===== config.mk =====
export PLATFORM = sky130hd
export DESIGN_NAME = vga_timing_gen
export DESIGN_NICKNAME = d
export VERILOG_FILES = /design/src/rtl/vga_timing_gen.sv
export SDC_FILE = /design/constraint.sdc
export NUM_CORES = 1
export LEC_CHECK = 0
export ABC_AREA = 1
export BUFFER_PORTS_ARGS = -buffer_cell sky130_fd_sc_hd__buf_2
export CORE_UTILIZATION = 40
export DETAILED_ROUTE_END_ITERATION = 7
export SYNTH_ARGS = -nofsm -noshare
export SYNTH_HDL_FRONTEND = slang
export SYNTH_SLANG_ARGS = --single-unit

===== constraint.sdc =====
create_clock -name px_clk -period 1.8 [get_ports px_clk]
set_input_delay 0.36 -clock px_clk [delete_from_list [all_inputs] [get_ports px_clk]]
set_output_delay 0.36 -clock px_clk [all_outputs]
set_load 0.01 [all_outputs]

===== src/rtl/vga_timing_gen.sv =====
// rtl/vga_timing_gen.sv - parametrised VGA/VESA raster timing generator in the pixel clock domain
module vga_timing_gen #(
    parameter int CW        = 11,
    parameter int H_VISIBLE = 1280,
    parameter int H_FP      = 48,
    parameter int H_PULSE   = 112,
    parameter int H_BP      = 248,
    parameter int V_VISIBLE = 1024,
    parameter int V_FP      = 1,
    parameter int V_PULSE   = 3,
    parameter int V_BP      = 38,
    parameter bit HSYNC_POL = 1'b1,
    parameter bit VSYNC_POL = 1'b1,
    parameter int FW        = 8
) (
    input  logic          px_clk,
    input  logic          clr_n,
    input  logic          en,
    input  logic [CW-1:0] irq_line,
    output logic [CW-1:0] hc,
    output logic [CW-1:0] vc,
    output logic          hsync,
    output logic          vsync,
    output logic          hblank,
    output logic          vblank,
    output logic          active,
    output logic          line_start,
    output logic          frame_start,
    output logic          line_irq,
    output logic [FW-1:0] frame_cnt
);

    localparam int H_TOTAL = H_VISIBLE + H_FP + H_PULSE + H_BP;
    localparam int V_TOTAL = V_VISIBLE + V_FP + V_PULSE + V_BP;

    localparam logic [CW-1:0] H_LAST = CW'(H_TOTAL - 1);
    localparam logic [CW-1:0] V_LAST = CW'(V_TOTAL - 1);

    // Boundaries are one bit wider so a sync ending exactly at 2^CW still decodes.
    localparam logic [CW:0] H_BLANK_START = (CW+1)'(H_VISIBLE);
    localparam logic [CW:0] H_SYNC_START  = (CW+1)'(H_VISIBLE + H_FP);
    localparam logic [CW:0] H_SYNC_END    = (CW+1)'(H_VISIBLE + H_FP + H_PULSE);
    localparam logic [CW:0] V_BLANK_START = (CW+1)'(V_VISIBLE);
    localparam logic [CW:0] V_SYNC_START  = (CW+1)'(V_VISIBLE + V_FP);
    localparam logic [CW:0] V_SYNC_END    = (CW+1)'(V_VISIBLE + V_FP + V_PULSE);

    logic [CW-1:0] r_hc;
    logic [CW-1:0] r_vc;
    logic [FW-1:0] r_frame_cnt;
    logic          r_hsync;
    logic          r_vsync;
    logic          r_hblank;
    logic          r_vblank;
    logic          r_active;
    logic          r_line_start;
    logic          r_frame_start;
    logic          r_line_irq;

    logic          w_h_last;
    logic          w_v_last;
    logic [CW-1:0] w_hc_nxt;
    logic [CW-1:0] w_vc_nxt;
    logic [CW:0]   w_hc_ext;
    logic [CW:0]   w_vc_ext;
    logic          w_hblank_nxt;
    logic          w_vblank_nxt;
    logic          w_hsync_on_nxt;
    logic          w_vsync_on_nxt;

    // Next counter position and the level outputs decoded from it, so levels line up with hc/vc.
    always_comb begin
        w_h_last       = (r_hc == H_LAST);
        w_v_last       = (r_vc == V_LAST);
        w_hc_nxt       = w_h_last ? '0 : r_hc + CW'(1);
        w_vc_nxt       = r_vc;
        if (w_h_last) begin
            w_vc_nxt   = w_v_last ? '0 : r_vc + CW'(1);
        end
        w_hc_ext       = {1'b0, w_hc_nxt};
        w_vc_ext       = {1'b0, w_vc_nxt};
        w_hblank_nxt   = (w_hc_ext >= H_BLANK_START);
        w_vblank_nxt   = (w_vc_ext >= V_BLANK_START);
        w_hsync_on_nxt = (w_hc_ext >= H_SYNC_START) && (w_hc_ext < H_SYNC_END);
        w_vsync_on_nxt = (w_vc_ext >= V_SYNC_START) && (w_vc_ext < V_SYNC_END);
    end

    // Raster state: advance on en, freeze levels and silence strobes while stalled.
    always_ff @(posedge px_clk) begin
        if (!clr_n) begin
            r_hc          <= '0;
            r_vc          <= '0;
            r_frame_cnt   <= '0;
            r_hsync       <= ~HSYNC_POL;
            r_vsync       <= ~VSYNC_POL;
            r_hblank      <= 1'b0;
            r_vblank      <= 1'b0;
            r_active      <= 1'b1;
            r_line_start  <= 1'b0;
            r_frame_start <= 1'b0;
            r_line_irq    <= 1'b0;
        end else if (en) begin
            r_hc          <= w_hc_nxt;
            r_vc          <= w_vc_nxt;
            if (w_h_last && w_v_last) begin
                r_frame_cnt <= r_frame_cnt + FW'(1);
            end
            r_hsync       <= w_hsync_on_nxt ? HSYNC_POL : ~HSYNC_POL;
            r_vsync       <= w_vsync_on_nxt ? VSYNC_POL : ~VSYNC_POL;
            r_hblank      <= w_hblank_nxt;
            r_vblank      <= w_vblank_nxt;
            r_active      <= ~w_hblank_nxt & ~w_vblank_nxt;
            r_line_start  <= w_h_last;
            r_frame_start <= w_h_last & w_v_last;
            // vc never exceeds V_TOTAL-1, so an out-of-range irq_line can never match.
            r_line_irq    <= w_h_last && (w_vc_nxt == irq_line);
        end else begin
            r_line_start  <= 1'b0;
            r_frame_start <= 1'b0;
            r_line_irq    <= 1'b0;
        end
    end

    assign hc          = r_hc;
    assign vc          = r_vc;
    assign hsync       = r_hsync;
    assign vsync       = r_vsync;
    assign hblank      = r_hblank;
    assign vblank      = r_vblank;
    assign active      = r_active;
    assign line_start  = r_line_start;
    assign frame_start = r_frame_start;
    assign line_irq    = r_line_irq;
    assign frame_cnt   = r_frame_cnt;

endmodule


==> results of run 1 <==
==> tightest hold or removal path, cell delays in order <==
cell and delay, ns:
buf_2 0.08, nand2_1 0.04, nand3_1 0.08, nor2_1 0.05
==> through the flow <==
step / utilization (%) / total power [W]
6_report: 58.9 / 0.00217
5_1_grt: 58.9 / 0.00227
4_1_cts: 53.8 / 0.00215
3_5_place_dp: 51.3 / 0.00125
3_3_place_gp: 51.3 / 0.00125
2_1_floorplan: - / 0.00111
==> sequential cells by signal, indices dropped and copies added, names as in the netlist <==
name         flops
vsync            1
line_irq         1
hsync            1
hblank           1
active           1
frame_cnt        8
frame_start      1
vc              11
vblank           1
line_start       1
hc              11
==> cells by family after synthesis <==
kind of cell	count (synthesis)	synth area share (%)
and+or+nand+nor	206	38.4
AOI/OAI and AO/OA	65	14.5
buffers and inverters	68	11.2
xor gates and xnor gates	8	2.85
adders and majority gates	4	2.04
DFF	38	31.0
==> power by group <==
group / internal, W / switching, W
combinational: 0.000145 / 0.000211
sequential: 0.000874 / 0.0000437
clock: 0.000556 / 0.000341
total: 0.00157 / 0.000595
==> cells in the mapped netlist, types with 3 or more instances <==
cell	count	area, um2
a21oi_1	21	105
buf_2	3	15.0
clkbuf_1	8	30.0
dfxtp_1	38	761
ha_1	4	50.1
inv_1	51	191
inv_2	4	15.0
nand2_1	93	349
nand3_1	39	195
nand3_2	4	40.0
nand3b_1	6	45.0
nand4_1	6	37.5
nor2_1	38	143
nor2_2	9	56.3
nor3_1	3	15.0
o211ai_1	5	37.5
o21ai_0	29	145
xor2_1	7	61.3
==> how the worst max path moves through the flow <==
stage / to / slack [ns]
finish: vsync$_SDFFE_PN0P_ / -0.01
global route: vsync$_SDFFE_PN0P_ / -0.19
CTS: vblank$_SDFFE_PN0P_ / -0.003
detailed placement: vblank$_SDFFE_PN0P_ / -0.12
global placement: vc[10]$_SDFFE_PN0P_ / -0.11
floorplan: frame_cnt[7]$_SDFFE_PN0P_ / 0.08
==> cell type report <==
class                   count  share of cell area [%]
clock buffers               5                    1.97
clock inverters             3                    1.97
inverters                  55                    5.92
multi-input cells         283                    46.9
flip-flops and latches     38                    22.1
well taps                  75                    2.69
repair buffers             95                    18.5
==> per-layer routing <==
layer  vias up  global-route usage (%)  part of all wire (%)
met4         0                    8.57                   2.7
li1       1444                       -                     -
met2       100                    36.6                    47
met1      1281                    30.3                    46
met5         -                       0                     0
met3        22                    3.75                   4.5
==> what timing repair did <==
item                       CTS  global route
cloned                       0             1
buffers inserted             0             6
pin swaps                    1            13
setup endpoints to repair   11            14
resized for setup            7            64
==> flow_summary.toml, run 1 <==
[layout]
final_area_mm2 = 0.00349
diodes = 0
area_growth_pct = 42.2
multi_input_area_mm2 = 0.00164
final_cell_count_no_fill = 554
drive_above_1_share_pct = 35.9
nFillCells = 572
register_area_um2 = 771
final_cell_mix = "nand2_1, buf_2, inv_1"
final_common_cell = "nand2_1"
final_nets = 496

[cts]
clkSinkCount = 38
tritoncts = "built"
cts_buffer_depth = 2
cts_hold_buf = 0
cts.htree.levels = 2
cts_buffers = 5
clockRootBuffer = "clkbuf_8"
cts.clk_slew.worst_paths_ns = 0.08
clock_latency_ns = 0.30

[grt]
grt_pass1_wl_mm = 11.3
grt_max_degree = 22
grt_pass1_vias = 2455
grt_usage_pct = 22.8
gr-total-overflow = 0
antenna_found_initial = 0

[floorplan]
dieArea_mm2 = 0.00645
core_mm2 = 0.00592
start_util_pct = 41.5
fp.dieH_um = 80.3
rows = 28
die_w_um = 80.3
num_io_pins = 52

[timing]
max_freq_mhz = 551
finalSetupTns_ns = -0.0205
clock-skew-final_ns = 0.00527
fin_crit_ns = 1.81
hold_viol = 0
post-route-period-util_pct = 101
finalMaxSlewViolations = 0
tightest_slew_ns = 0.538
timing.final.ws_setup_ns = -0.0145
whs_ns = 0.345
setup_viol = 2
rsz0062_at_grt = "true"
slew_headroom_pct = 64.1

[setup_path]
setup.worst_path.start_class = "flip-flop"
arrival_ns = 2.05
crit_top_cell = "inv_1"
critPathMaxStageDelay_ns = 0.36
ff2ff_setup_slack_ns = -0.01
path_cells = "buf_4 > inv_1 > nor2_1 > nand2_1 > nand2_1 > inv_1 > nand3_4 > nand2_4 > inv_1 > nand3_2 > nor2_2 > nand3_1 > a21oi_2"
worstPathBufferInverterCount = 4
crit_path_end_kind = "flip-flop"
rr_worst_depth = 13
worst_path_max_delay_cell = "dfxtp_2"
critical_path.top_delay_family = "simple AND/OR/NAND/NOR gates"
worstPathMaxFanout = 7
cp_data_required_time_ns = 2.03
crit_path_start = "vc[0]$_SDFFE_PN0P_"
path_class = "reg2reg"
crit_cells = 13
reg2reg_from = "vc[0]$_SDFFE_PN0P_"
timing.rr.end = "vsync$_SDFFE_PN0P_"

[power]
p_leak_nw = 1.63
ir_worst_vdd_mv = 0.499
powerDensity_mw_per_mm2 = 622

[min_path]
holdPathEnd = "line_irq$_SDFF_PN0_"
hp-start = "irq_line[10]"
hold_path_depth = 4
hold_class = "in2reg"

[drt]
vias = 2847
drtIter0Drc = 173
wl_per_cell_um = 13.3
drt-pass1-iter-count = 5
drt-total-wl_mm = 7.39
antenna_left = 0
via_per_inst = 5.14
drcViolationCount = 0

[logic_synthesis]
syn_nets = 407
syn_area_per_cell_um2 = 6.31
synth_warnings = 0
synth_cells = 389
ys_seq_area_share_pct = 31.0
ys_seq_elements = 38
synth_flop_cell = "dfxtp_1"
ys_types = 34
async_flop_share_pct = 0
syn-cell-area_mm2 = 0.00245
synth-edff-count = 0

[placement]
postPlaceCellArea_mm2 = 0.00304
portBuffers = 51
dp_hpwl_mm = 5.30
post-place-cells = 539
place_congestion = 0.854
pre_cts_slack_ns = -0.121

[run_status]
status = "complete, but fails checks"
failed_checks = "negative setup slack"

[run]
cap_violations = 0
Note: power is estimated with default switching activity, not from simulation.
==> run 2, diff against run 1 <==
- ABC_AREA: 1 -> 0
==> flow_summary.toml, run 2 <==
[run_status]
status = "complete, but fails checks"
failed_checks = "negative setup slack"

[setup_path]
setup.worst_path.start_class = "flip-flop"
worstPathMaxFanout = 3
arrival_ns = 2.14
ff2ff_setup_slack_ns = -0.16
cp_data_required_time_ns = 1.98
path_class = "reg2reg"
crit_path_end_kind = "flip-flop"

[cts]
cts_buffers = 5
clock_latency_ns = 0.29
cts.clk_slew.worst_paths_ns = 0.08
clockRootBuffer = "clkbuf_8"
tritoncts = "built"
clkSinkCount = 38
cts_buffer_depth = 2
cts.htree.levels = 2

[floorplan]
die_w_um = 77.6
fp.dieH_um = 77.6
core_mm2 = 0.00551
start_util_pct = 41.5
dieArea_mm2 = 0.00602
num_io_pins = 52
rows = 27

[timing]
finalSetupTns_ns = -1.20
rsz0062_at_grt = "true"
clock-skew-final_ns = 0.0104
timing.final.ws_setup_ns = -0.160
whs_ns = 0.363
finalMaxSlewViolations = 0
tightest_slew_ns = 0.487
setup_viol = 14
slew_headroom_pct = 67.3
fin_crit_ns = 1.96
post-route-period-util_pct = 109
max_freq_mhz = 510
hold_viol = 0

[layout]
final_common_cell = "buf_4"
area_growth_pct = 55.7
nFillCells = 488
final_cell_mix = "buf_4, buf_2, nor2_1"
multi_input_area_mm2 = 0.00174
final_nets = 426
diodes = 0
final_area_mm2 = 0.00356
drive_above_1_share_pct = 48.9
register_area_um2 = 786

[power]
ir_worst_vdd_mv = 0.555
p_leak_nw = 1.46
powerDensity_mw_per_mm2 = 476

[drt]
drt-total-wl_mm = 6.83
wl_per_cell_um = 14.2
drtIter0Drc = 134
drcViolationCount = 0
vias = 2585
drt-pass1-iter-count = 4
via_per_inst = 5.37
antenna_left = 0

[grt]
gr-total-overflow = 0
antenna_found_initial = 0
grt_max_degree = 23
grt_pass1_wl_mm = 11.1
grt_pass1_vias = 2378
grt_usage_pct = 23.2

[logic_synthesis]
ys_seq_elements = 38
ys_seq_area_share_pct = 33.3
synth_flop_cell = "dfxtp_1"
synth-edff-count = 0
synth_most_common_cell = "nor2_1"
synth_top_area_share_pct = 33.3
async_flop_share_pct = 0
syn-cell-area_mm2 = 0.00229
synthTopCellsByArea = "dfxtp_1, nor2_1, a21oi_1"
ys_types = 51
synth_warnings = 0
synth_cells = 295
syn_nets = 313
yosysTopAreaCell = "dfxtp_1"
syn_area_per_cell_um2 = 7.75
synthTopCellsByCount = "nor2_1, dfxtp_1, nand2_1"

[placement]
dp_hpwl_mm = 4.99
place_congestion = 0.947
portBuffers = 51
postPlaceCellArea_mm2 = 0.00307
pre_cts_slack_ns = -0.238

[min_path]
hold_class = "in2reg"

[run]
cap_violations = 0
-- run 2: cell count changes after synthesis, moves of 5 or more --
cell      delta
nand2_1     -66
inv_1       -45
nand3_1     -26
o21ai_0     -13
xnor2_1     +13
nor3_1      +10
nor2_2       -8
xor2_1       +7
and3_1       +6
nor2b_1      +5
o211ai_1     -5
-- run 2: power by group --
group | total [W] | internal, W | leakage, nW | switching (W)
clock | 0.000615 | 0.000308 | 0.0472 | 0.000308
sequential | 0.000865 | 0.000851 | 0.315 | 0.0000138
combinational | 0.000212 | 0.0000963 | 1.10 | 0.000115
total | 0.00169 | 0.00126 | 1.46 | 0.000437
-- run 2: metal layers --
| metal | wire, um | share of wire (%) | track usage, % | up-vias |
|---|---|---|---|---|
| li1 | - | - | - | 1267 |
| met4 | 90 | 1.3 | 8.30 | 0 |
| met2 | 3240 | 47 | 38.0 | 82 |
| met1 | 3150 | 46 | 30.5 | 1227 |
| met5 | 0 | 0 | 0 | - |
| met3 | 343 | 5.0 | 4.00 | 9 |
-- run 2: repair_timing --
action | in CTS | in global routing
gates resized for setup | 29 | 44
pin swaps | 11 | 22
endpoints found under the setup margin | 17 | 19
hold buffers | 0 | 0
hold endpoints to repair | 0 | 0
setup buffers | 5 | 6
-- run 2: cell families (layout without fill, tap and decap cells) --
logic type | Yosys count | in the layout | share of synthesized area [%]
DFF | 38 | 38 | 33.3
muxes | 4 | 4 | 1.81
and+or+nand+nor | 137 | 137 | 31.6
xor gates and xnor gates | 28 | 28 | 10.7
buffers and inverters | 24 | 138 | 4.76
adders and majority gates | 4 | 4 | 2.19
AOI/OAI and AO/OA | 60 | 60 | 15.7
-- run 2: area by class of cell --
| class | count | share of cell area [%] |
|---|---|---|
| well taps | 72 | 2.53 |
| inverters | 6 | 0.633 |
| multi-input cells | 233 | 48.8 |
| repair buffers | 124 | 23.3 |
| clock inverters | 2 | 0.352 |
| flip-flops and latches | 38 | 22.1 |
| clock buffers | 6 | 2.32 |
-- run 2: final timing paths --
check / startpoint / end / cells past startpoint
setup reg to reg: hc[3]$_SDFFE_PN0P_ / hblank$_SDFFE_PN0P_ / 11
setup / recovery: hc[3]$_SDFFE_PN0P_ / hblank$_SDFFE_PN0P_ / 11
hold reg to reg: vsync$_SDFFE_PN0P_ / vsync$_SDFFE_PN0P_ / 2
hold / removal: clr_n / hc[4]$_SDFFE_PN0P_ / 2
-- run 2: critical path, cell delays in order, from the launching register on --
cell     delay, ns
dfxtp_2       0.34
nor4b_4       0.34
nand3_2       0.15
buf_4         0.17
buf_6         0.10
buf_4         0.12
buf_4         0.13
nand2_1       0.06
mux2_4        0.17
a21oi_4       0.06
mux2i_1       0.16
nor2_1        0.05
-- run 2: per-stage QoR --
stage               utilization, %  power [W]  instances
detailed placement            55.7    0.00107        462
global route                  64.6    0.00176        481
global placement              55.7    0.00107        462
floorplan                        -   0.000984        295
CTS                           60.2    0.00169        475
finish                        64.6    0.00169        481
==> run 3, diff against run 2 <==
- PLACE_DENSITY: not set -> 0.65
==> flow_summary.toml, run 3 (synthesized netlist as in run 2, its figures left out) <==
[cts]
clkSinkCount = 38
cts_buffers = 5
tritoncts = "built"
cts.clk_slew.worst_paths_ns = 0.08
cts.htree.levels = 2
cts_buffer_depth = 2
clockRootBuffer = "clkbuf_8"
clock_latency_ns = 0.29

[layout]
final_nets = 441
final_common_cell = "buf_4"
utilization_pct = 68.1
final_cell_mix = "buf_4, buf_2, nor2_1"
final_cell_count_no_fill = 496
diodes = 0
final_area_mm2 = 0.00375
area_growth_pct = 64.0
drive_above_1_share_pct = 52.4

[timing]
rsz0062_at_grt = "true"
finalMaxSlewViolations = 0
tightest_slew_ns = 0.393
timing.final.ws_setup_ns = -0.212
post-route-period-util_pct = 112
fin_crit_ns = 2.01
hold_viol = 0
slew_headroom_pct = 73.6
finalSetupTns_ns = -1.27
whs_ns = 0.413
clock-skew-final_ns = 0.00431
setup_viol = 14
max_freq_mhz = 497

[drt]
drcViolationCount = 0
vias = 2660
drtIter0Drc = 180
antenna_left = 0
wl_per_cell_um = 15.9
drt-pass1-iter-count = 4
via_per_inst = 5.36
drt-total-wl_mm = 7.88

[setup_path]
setup.worst_path.start_class = "flip-flop"
crit_path_end_kind = "flip-flop"
path_cells = "inv_4 > ha_4 > nor4b_4 > and3_4 > o21ai_1 > a21oi_2 > xor2_1 > nand4_1 > nor4_2"
worstPathBufferInverterCount = 1
cp_data_required_time_ns = 2.01
arrival_ns = 2.22
critPathMaxStageDelay_ns = 0.38
worst_path_max_delay_cell = "dfxtp_4"
worstPathMaxFanout = 7
path_class = "reg2reg"
critical_path.top_delay_family = "simple AND/OR/NAND/NOR gates"

[run_status]
failed_checks = "negative setup slack"
status = "complete, but fails checks"

[floorplan]
rows = 27
die_w_um = 77.6
core_mm2 = 0.00551
fp.dieH_um = 77.6
dieArea_mm2 = 0.00602
start_util_pct = 41.5
num_io_pins = 52

[placement]
portBuffers = 51
place_congestion = 0.928
postPlaceCellArea_mm2 = 0.00316
dp_hpwl_mm = 5.31
post-place-cells = 474

[grt]
gr-total-overflow = 0
grt_max_degree = 18
grt_pass1_vias = 2507
grt_usage_pct = 25.5
antenna_found_initial = 0
grt_pass1_wl_mm = 12.1

[run]
cap_violations = 0

[power]
ir_worst_vdd_mv = 0.461
powerDensity_mw_per_mm2 = 524
p_leak_nw = 1.56

[min_path]
hold_class = "in2reg"
## run 3: changes by cell type in the layout (fill, tap and decap cells not counted), sizes merged
cell	previous run	this run
bufinv	0	2
buf	124	139
clkbuf	6	5
clkinvlp	1	0
## run 3: timing repair
| action | in CTS | in global routing |
|---|---|---|
| resized for setup | 48 | 39 |
| pin swaps | 24 | 25 |
| setup buffers | 11 | 4 |
| setup endpoints to repair | 17 | 23 |
| hold buffers | 0 | 0 |
## run 3: layout make-up
| class | instances | area, um2 |
|---|---|---|
| Sequential cell | 38 | 782 |
| Clock inverter | 3 | 68.8 |
| Timing Repair Buffer | 139 | 965 |
| Multi-Input combinational cell | 233 | 1750 |
| Clock buffer | 5 | 68.8 |
| Fill cell | 433 | 1760 |
| Tap cell | 72 | 90.1 |
| Inverter | 6 | 25.0 |
## run 3: path summary, 6_finish.rpt
check | start | end | slack, ns | depth (start not counted)
hold / removal | irq_line[5] | line_irq$_SDFF_PN0_ | 0.41 | 4
setup / recovery | vc[1]$_SDFFE_PN0P_ | line_irq$_SDFF_PN0_ | -0.21 | 9
hold reg to reg | vsync$_SDFFE_PN0P_ | vsync$_SDFFE_PN0P_ | 0.46 | 2
setup reg to reg | vc[1]$_SDFFE_PN0P_ | line_irq$_SDFF_PN0_ | -0.21 | 9
## run 3: power breakdown
part	internal [W]	switching [W]	total (W)
Clock	0.000556	0.000332	0.000888
Combinational	0.0000959	0.000119	0.000215
Sequential	0.000851	0.0000137	0.000864
## run 3: metrics by stage
step	total power [W]	setup slack, ns
floorplan	0.000984	-0.0536
global placement	0.00107	-0.160
detailed placement	0.00108	-0.207
CTS	0.00196	-0.181
global route	0.00203	-0.333
finish	0.00197	-0.212
## run 3: layer usage
metal | track usage, % | up-vias | part of all wire (%)
met1 | 33.5 | 1242 | 43
met5 | 0 | - | 0
met4 | 6.60 | 0 | 2.8
li1 | - | 1292 | -
met2 | 42.8 | 103 | 48
met3 | 4.35 | 23 | 6.1
## run 3: worst register-to-register path: cells and delay by family (launching register included)
family / cells / cell delay, ns
XOR/XNOR: 1 / 0.16
AO/OA/AOI/OAI: 2 / 0.34
buffers and inverters: 1 / 0.06
AND/OR/NAND/NOR: 4 / 0.87
flip-flops: 1 / 0.38
adder cells (fa/ha/maj): 1 / 0.13
